## src/rtl/rbzero_spi_tx.sv

```systemverilog
// SPI mode-0 master: shifts an MSB-first frame of 1..DATA_W bits out on csb/sclk/mosi.
// Latency: first mosi bit and csb fall one cycle after i_start is accepted; o_done at T+1+HALF*(2*len+2).
// Backpressure: o_ready low for the whole frame; i_start is ignored while o_busy=1.
//
// Ports:
//   clk, reset_n       - design clock, synchronous active-low reset
//   i_start/o_ready    - frame request handshake; i_data (MSB-aligned) and i_len latched on accept
//   o_busy, o_done     - frame in progress; one-cycle completion pulse in the first idle cycle
//   o_csb/o_sclk/o_mosi - SPI pins, all registered; sclk idles low
module rbzero_spi_tx #(
    parameter int DATA_W = 80,
    parameter int HALF   = 2,
    parameter int LEN_W  = $clog2(DATA_W + 1)
) (
    input  logic              clk,
    input  logic              reset_n,
    input  logic              i_start,
    input  logic [DATA_W-1:0] i_data,
    input  logic [LEN_W-1:0]  i_len,
    output logic              o_ready,
    output logic              o_busy,
    output logic              o_done,
    output logic              o_csb,
    output logic              o_sclk,
    output logic              o_mosi
);

    localparam int               HC_W    = (HALF > 1) ? $clog2(HALF) : 1;
    localparam logic [HC_W-1:0]  HC_LAST = HC_W'(HALF - 1);
    localparam logic [LEN_W-1:0] LEN_MAX = LEN_W'(DATA_W);

    typedef enum logic [2:0] {
        S_IDLE,
        S_SETUP,
        S_HIGH,
        S_LOW,
        S_HOLD,
        S_GAP
    } state_t;

    state_t            state, state_nxt;
    logic [HC_W-1:0]   hcnt, hcnt_nxt;
    logic [LEN_W-1:0]  bits, bits_nxt;
    logic [DATA_W-1:0] shreg, shreg_nxt;
    logic              half_done;
    logic              in_frame;
    logic              done_nxt;
    logic              csb_nxt;
    logic              sclk_nxt;
    logic              mosi_nxt;

    always_comb begin
        state_nxt = state;
        hcnt_nxt  = hcnt;
        bits_nxt  = bits;
        shreg_nxt = shreg;
        done_nxt  = 1'b0;
        half_done = (hcnt == HC_LAST);

        // Every non-idle state lasts exactly HALF cycles.
        if (state != S_IDLE) begin
            hcnt_nxt = half_done ? '0 : hcnt + 1'b1;
        end

        unique case (state)
            S_IDLE: begin
                // A zero-length request is dropped without any pin activity.
                if (i_start && (i_len != '0)) begin
                    state_nxt = S_SETUP;
                    hcnt_nxt  = '0;
                    shreg_nxt = i_data;
                    bits_nxt  = (i_len > LEN_MAX) ? LEN_MAX : i_len;
                end
            end
            S_SETUP: begin
                if (half_done) state_nxt = S_HIGH;
            end
            S_HIGH: begin
                if (half_done) begin
                    bits_nxt = bits - 1'b1;
                    if (bits == LEN_W'(1)) begin
                        // Last bit stays on mosi through HOLD.
                        state_nxt = S_HOLD;
                    end else begin
                        state_nxt = S_LOW;
                        shreg_nxt = {shreg[DATA_W-2:0], 1'b0};
                    end
                end
            end
            S_LOW: begin
                if (half_done) state_nxt = S_HIGH;
            end
            S_HOLD: begin
                if (half_done) state_nxt = S_GAP;
            end
            S_GAP: begin
                if (half_done) begin
                    state_nxt = S_IDLE;
                    done_nxt  = 1'b1;
                end
            end
            default: begin
                state_nxt = S_IDLE;
            end
        endcase

        // Pins are registered from the next state so they line up with it exactly.
        in_frame = (state_nxt == S_SETUP) || (state_nxt == S_HIGH) ||
                   (state_nxt == S_LOW)   || (state_nxt == S_HOLD);
        csb_nxt  = ~in_frame;
        sclk_nxt = (state_nxt == S_HIGH);
        mosi_nxt = in_frame & shreg_nxt[DATA_W-1];
    end

    always_ff @(posedge clk) begin
        if (!reset_n) begin
            state   <= S_IDLE;
            hcnt    <= '0;
            bits    <= '0;
            shreg   <= '0;
            o_ready <= 1'b1;
            o_busy  <= 1'b0;
            o_done  <= 1'b0;
            o_csb   <= 1'b1;
            o_sclk  <= 1'b0;
            o_mosi  <= 1'b0;
        end else begin
            state   <= state_nxt;
            hcnt    <= hcnt_nxt;
            bits    <= bits_nxt;
            shreg   <= shreg_nxt;
            o_ready <= (state_nxt == S_IDLE);
            o_busy  <= (state_nxt != S_IDLE);
            o_done  <= done_nxt;
            o_csb   <= csb_nxt;
            o_sclk  <= sclk_nxt;
            o_mosi  <= mosi_nxt;
        end
    end

endmodule

```

## config.mk

```make
export PLATFORM = sky130hd
export DESIGN_NAME = rbzero_spi_tx
export DESIGN_NICKNAME = d
export VERILOG_FILES = /design/src/rtl/rbzero_spi_tx.sv
export SDC_FILE = /design/constraint.sdc
export NUM_CORES = 1
export LEC_CHECK = 0
export BUFFER_PORTS_ARGS = -buffer_cell sky130_fd_sc_hd__buf_2
export CORE_MARGIN = 8
export CORE_UTILIZATION = 43
export CTS_BUF_LIST = sky130_fd_sc_hd__clkbuf_16
export DETAILED_ROUTE_END_ITERATION = 16
export PLACE_DENSITY_LB_ADDON = 0.2
export SYNTH_ARGS = -nofsm -noshare
export SYNTH_HDL_FRONTEND = slang
export SYNTH_SLANG_ARGS = --single-unit
```

## constraint.sdc

```tcl
create_clock -name clk -period 2.62 [get_ports clk]
set_input_delay 0.262 -clock clk [delete_from_list [all_inputs] [get_ports clk]]
set_output_delay 0.262 -clock clk [all_outputs]
set_load 0.01 [all_outputs]
```

==> results of run 1 <==
registers in the layout, indices dropped and copies added (netlist names):
register   cells
bits           7
half_done      1
o_busy         1
o_csb          1
o_done         1
o_mosi         1
o_ready        1
o_sclk         1
shreg         80
state          3
path summary, 6_finish.rpt:
path / cells after the start / slack [ns] / start / to
max: 5 / 0.57 / state[2]$_SDFF_PN0_ / o_mosi$_SDFF_PN0_
min: 3 / 0.16 / i_data[0] / shreg[0]$_SDFFE_PN0P_
max reg2reg: 5 / 0.57 / state[2]$_SDFF_PN0_ / o_mosi$_SDFF_PN0_
min reg2reg: 2 / 0.47 / shreg[55]$_SDFFE_PN0P_ / shreg[55]$_SDFFE_PN0P_
layout make-up:
cell class	instances	area share, %
clock buffers	9	4.47
clock inverters	6	1.67
inverters	4	0.298
multi-input cells	323	39.6
flip-flops and latches	97	38.6
well taps	133	3.31
repair buffers	106	12.1
where the power goes:
group	leakage (nW)	internal, mW	switching, mW
clock network	0.151	0.828	0.554
logic	0.892	0.229	0.287
registers	0.796	1.59	0.0702
metal layers:
metal / vias up / share of wire, % / global-route usage [%] / wire [um]
met1: 1887 / 43 / 21.6 / 4880
li1: 1937 / - / - / -
met5: - / 0 / 0 / 0
met4: 0 / 0.45 / 3.99 / 51
met2: 89 / 50 / 27.5 / 5640
met3: 4 / 5.8 / 5.33 / 656
worst reg2reg max path, cell delays in order (launching register included):
cell and delay, ns:
dfxtp_1 0.58, nand4bb_1 0.40, a31o_2 0.18, buf_4 0.36
nand3_1 0.20, a211oi_1 0.25
logic make-up after synthesis:
kind of cell | synth area share, %
buffers and inverters | 6.52
adder cells (fa/ha/maj) | 0.598
flip-flops | 46.4
AO/OA/AOI/OAI | 30.0
AND/OR/NAND/NOR | 16.5
cells in the final DEF (no fill, tap or decap), types with 4 or more instances in the layout:
cell       instances
dfxtp_1           97
buf_2             95
a21oi_1           87
nand3_1           84
a22oi_1           79
nor2_1            10
clkbuf_16          9
nand2_1            7
buf_4              7
o21ai_0            5
inv_1              4
a211oi_1           4
buf_12             4
==> results.py, run 1 <==
metrics = {
    "grt": {
        "grt_pass1_wl_um": 18400,
        "antenna_found_initial": 0,
        "grt_util_all_layers_pct": 17.0,
        "grt_max_degree": 81,
        "grt_pass1_vias": 3842,
        "grt_overflow": 0,
    },
    "floorplanning": {
        "fp.coreArea_sq_um": 9590,
        "die_y_um": 115,
        "num_io_pins": 96,
        "die_w_um": 115,
        "row_count": 36,
        "start_util_pct": 43.6,
        "die_area_sq_um": 13100,
    },
    "placed_design": {
        "dpl.hpwl_um": 7030,
        "placed_cell_area_sq_um": 4720,
        "port_buffers": 95,
        "pre_cts_slack_ns": 0.635,
        "routabilityCongestion": 0.840,
        "dpl.cell_count": 663,
    },
    "cells_and_area": {
        "drive_gt1_share_pct": 23.7,
        "n_fill_cell": 958,
        "final-seq-area_sq_um": 1940,
        "final_area_sq_um": 5030,
        "antenna_cells": 0,
        "stdcell_count": 678,
        "fin_nets": 633,
        "synthToLayoutAreaGrowth_pct": 20.3,
        "utilization_pct": 52.5,
        "multiInputGateArea_sq_um": 1990,
    },
    "power": {
        "total_power_mw": 3.56,
        "p_per_area_nw_per_um2": 707,
        "p_leak_nw": 1.84,
        "ir_drop_v": 0.000287,
    },
    "min_path": {
        "hp-class": "primary input to flop",
    },
    "logic_synthesis": {
        "yosys_warnings": 0,
        "synthCells": 477,
        "synth.most_common_cell": "dfxtp_1",
        "synth_edf_count": 0,
        "synth_seq_cells": 97,
        "synth_top_area_share_pct": 46.4,
        "synth_cell_types": 45,
        "synth_top_cell_by_area": "dfxtp_1",
        "synth-seq-area-share_pct": 46.4,
        "synth_common_cells": "dfxtp_1, a21oi_1, nand3_1, a22oi_1, clkbuf_1",
        "syn_nets": 569,
        "async_flop_share_pct": 0,
        "yosys_most_used_dff": "dfxtp_1",
        "ys_top_cells_by_area": "dfxtp_1, a22oi_1, a21oi_1",
        "netlist_area_sq_um": 4180,
        "syn_area_per_cell_sq_um": 8.77,
    },
    "clock_tree": {
        "cts_hold_buffers": 0,
        "cts.path.max_buffers": 2,
        "cts_max_level": 3,
        "cts_tree": "yes",
        "post-cts-setup-buffer-count": 0,
        "cts_root_buf": "clkbuf_16",
        "clkSinkCount": 97,
        "clk-insertion-delay-late_ns": 0.34,
        "cts_buffers": 9,
        "cts_resized": 0,
        "clkTransAtPathRegs_ns": 0.06,
    },
    "critical_path": {
        "worst_setup_path_end_kind": "flop",
        "crit_chain": "nand4bb_1 > a31o_2 > buf_4 > nand3_1 > a211oi_1",
        "crit_fanout": 39,
        "crit_buf_inv": 1,
        "worstPathRequired_ns": 2.87,
        "crit_type": "flop to flop",
        "slowest_delay_ns": 0.58,
        "arrival_ns": 2.30,
        "cp_top_family": "flip-flops",
        "cpMaxStageDelayCell": "dfxtp_1",
        "cp-start-kind": "flop",
    },
    "drt": {
        "final_antenna_net_count": 0,
        "drc": 0,
        "drt_wl_total_um": 11200,
        "drt_pass1_iterations": 5,
        "vias": 3917,
        "first_iter_violations": 278,
        "via_per_inst": 5.78,
        "detail_route.wl_per_cell_um": 16.6,
    },
    "sta": {
        "timing.fmax_ghz": 0.488,
        "whs_ns": 0.162,
        "finalCriticalPeriod_ns": 2.05,
        "drv_slew": 0,
        "clock_skew_ns": 0.00733,
        "layout_setup_ws_ns": 0.569,
        "grt_setup_unrepaired": "no",
        "timing.setup.tns_ns": 0,
        "fin_crit_sh_pct": 78.3,
        "relSlewSlack_pct": 63.3,
        "hold_violations": 0,
        "setup_violations": 0,
        "worst_pin_slew_ns": 0.551,
    },
    "run": {
        "maxCapViolCount": 0,
    },
    "outcome": {
        "status": "completed",
    },
}
(Power assumes the default switching activity.)
==> run 2, diff against run 1 <==
Clock period 2.62 ns to 2.1 ns, I/O delays scaled along.
==> run 2 against run 1 <==
  * Utilization increased by 1.3 points
  * Sequential share of layout area decreased by 0.92 points
  * Non-clock buffer count increased by 6
  * Via count increased by 4.0%
  * Clock-buffer cell count unchanged
  * Sequential power increased by 25%
  * Final cell count increased by 1.0%
  * Critical path type unchanged
  * Largest cell class unchanged
  * Highest routed layer is now met5
==> results.py, run 2 (synthesized netlist as in run 1, its figures left out) <==
metrics = {
    "placed_design": {
        "routabilityCongestion": 0.839,
        "dpl.cell_count": 669,
        "port_buffers": 95,
        "dpl.hpwl_um": 7360,
    },
    "sta": {
        "setup_violations": 0,
        "grt_setup_unrepaired": "no",
        "hold_violations": 0,
        "timing.setup.tns_ns": 0,
        "finalCriticalPeriod_ns": 1.96,
        "fin_crit_sh_pct": 93.4,
        "timing.fmax_ghz": 0.510,
        "clock_skew_ns": 0.0143,
        "relSlewSlack_pct": 62.2,
        "drv_slew": 0,
        "worst_pin_slew_ns": 0.566,
        "whs_ns": 0.121,
    },
    "min_path": {
        "hp-class": "primary input to flop",
        "hp-start": "i_data[0]",
    },
    "drt": {
        "first_iter_violations": 360,
        "drt_wl_total_um": 11400,
        "drt_pass1_iterations": 6,
        "vias": 4072,
        "via_per_inst": 5.94,
        "detail_route.wl_per_cell_um": 16.7,
        "final_antenna_net_count": 0,
        "drc": 0,
    },
    "critical_path": {
        "cp-start-kind": "flop",
        "crit_fanout": 39,
        "crit_type": "flop to flop",
        "r2r_start": "state[1]$_SDFF_PN0_",
        "rrSetupSlack_ns": 0.14,
        "worstPathRequired_ns": 2.37,
        "arrival_ns": 2.23,
        "worst_setup_path_end_kind": "flop",
        "cp-startpoint": "state[1]$_SDFF_PN0_",
    },
    "grt": {
        "grt_busiest_layer": "met2",
        "grt_util_all_layers_pct": 17.2,
        "grt_overflow": 0,
        "grt_util_met3_pct": 5.22,
        "grt_pass1_vias": 3956,
        "met1_usage_pct": 21.8,
        "grt_max_degree": 58,
        "grt_pass1_wl_um": 18600,
        "grt_use_met2_pct": 26.9,
        "antenna_found_initial": 1,
    },
    "power": {
        "ir_drop_v": 0.000463,
        "p_leak_nw": 1.90,
        "p_per_area_nw_per_um2": 861,
    },
    "outcome": {
        "status": "completed",
    },
    "clock_tree": {
        "clk-insertion-delay-late_ns": 0.34,
        "post-cts-setup-buffer-count": 0,
        "cts_max_level": 3,
        "cts_root_buf": "clkbuf_16",
        "cts_resized": 0,
        "clkSinkCount": 97,
        "cts_hold_buffers": 0,
        "clkTransAtPathRegs_ns": 0.08,
        "cts_buffers": 9,
        "cts.path.max_buffers": 2,
        "cts_tree": "yes",
    },
    "cells_and_area": {
        "fin_nets": 639,
        "stdcell_count": 685,
        "antenna_cells": 0,
        "top_register": "shreg",
        "synthToLayoutAreaGrowth_pct": 23.3,
        "layout_common_cells": "dfxtp_1, buf_2, a21oi_1",
        "final_common_cell": "dfxtp_1",
        "reg.largest.list": "shreg (80), bits (7), state (3)",
        "largest_reg_flops": 80,
        "drive_gt1_share_pct": 24.8,
    },
    "floorplanning": {
        "num_io_pins": 96,
        "die_w_um": 115,
        "fp.coreArea_sq_um": 9590,
        "die_y_um": 115,
        "row_count": 36,
        "start_util_pct": 43.6,
        "die_area_sq_um": 13100,
    },
    "run": {
        "maxCapViolCount": 0,
    },
}
run 2: changes by cell type in the layout (fill, tap and decap cells not counted), sizes merged:
cell / previous run / this run
buf: 106 / 112
bufinv: 2 / 1
inv: 6 / 7
clkinv: 1 / 2
run 2: critical path, cell delays in order (launching register included):
cell,delay (ns)
dfxtp_1,0.41
nor3_1,0.38
buf_4,0.21
o211a_4,0.36
buf_12,0.25
a22oi_1,0.12
a21oi_1,0.14
run 2: worst paths after layout:
path,to,cells after the start
hold / removal,shreg[0]$_SDFFE_PN0P_,3
setup reg to reg,shreg[19]$_SDFFE_PN0P_,6
setup / recovery,shreg[19]$_SDFFE_PN0P_,6
hold reg to reg,shreg[66]$_SDFFE_PN0P_,2
run 2: through the flow:
| stage | total power [mW] | setup slack (ns) | cell area (sq um) | util [%] |
|---|---|---|---|---|
| after floorplan | 2.54 | 0.398 | 4180 | - |
| after global placement | 2.76 | 0.211 | 4840 | 50.5 |
| after detailed placement | 2.78 | 0.157 | 4840 | 50.5 |
| after CTS | 4.48 | 0.136 | 5160 | 53.7 |
| after global routing | 4.65 | 0.00340 | 5160 | 53.7 |
| final | 4.44 | 0.139 | 5160 | 53.7 |
run 2: power by group:
group | internal [mW] | total (mW) | switching (mW) | leakage (nW)
Sequential | 1.98 | 2.07 | 0.0900 | 0.796
Clock | 0.947 | 1.70 | 0.750 | 0.149
Combinational | 0.307 | 0.671 | 0.364 | 0.951
run 2: layer usage:
metal	wire, um	part of all wire [%]
met5	13	0.11
met2	5450	48
met1	5060	44
met4	170	1.5
met3	740	6.5
run 2: layout make-up:
| type | instances | area [sq um] |
|---|---|---|
| clock buffers | 9 | 225 |
| clock inverters | 7 | 86.3 |
| fillers | 908 | 4440 |
| inverters | 4 | 15.0 |
| multi-input cells | 323 | 1990 |
| flip-flops and latches | 97 | 1940 |
| well taps | 133 | 166 |
| repair buffers | 112 | 728 |
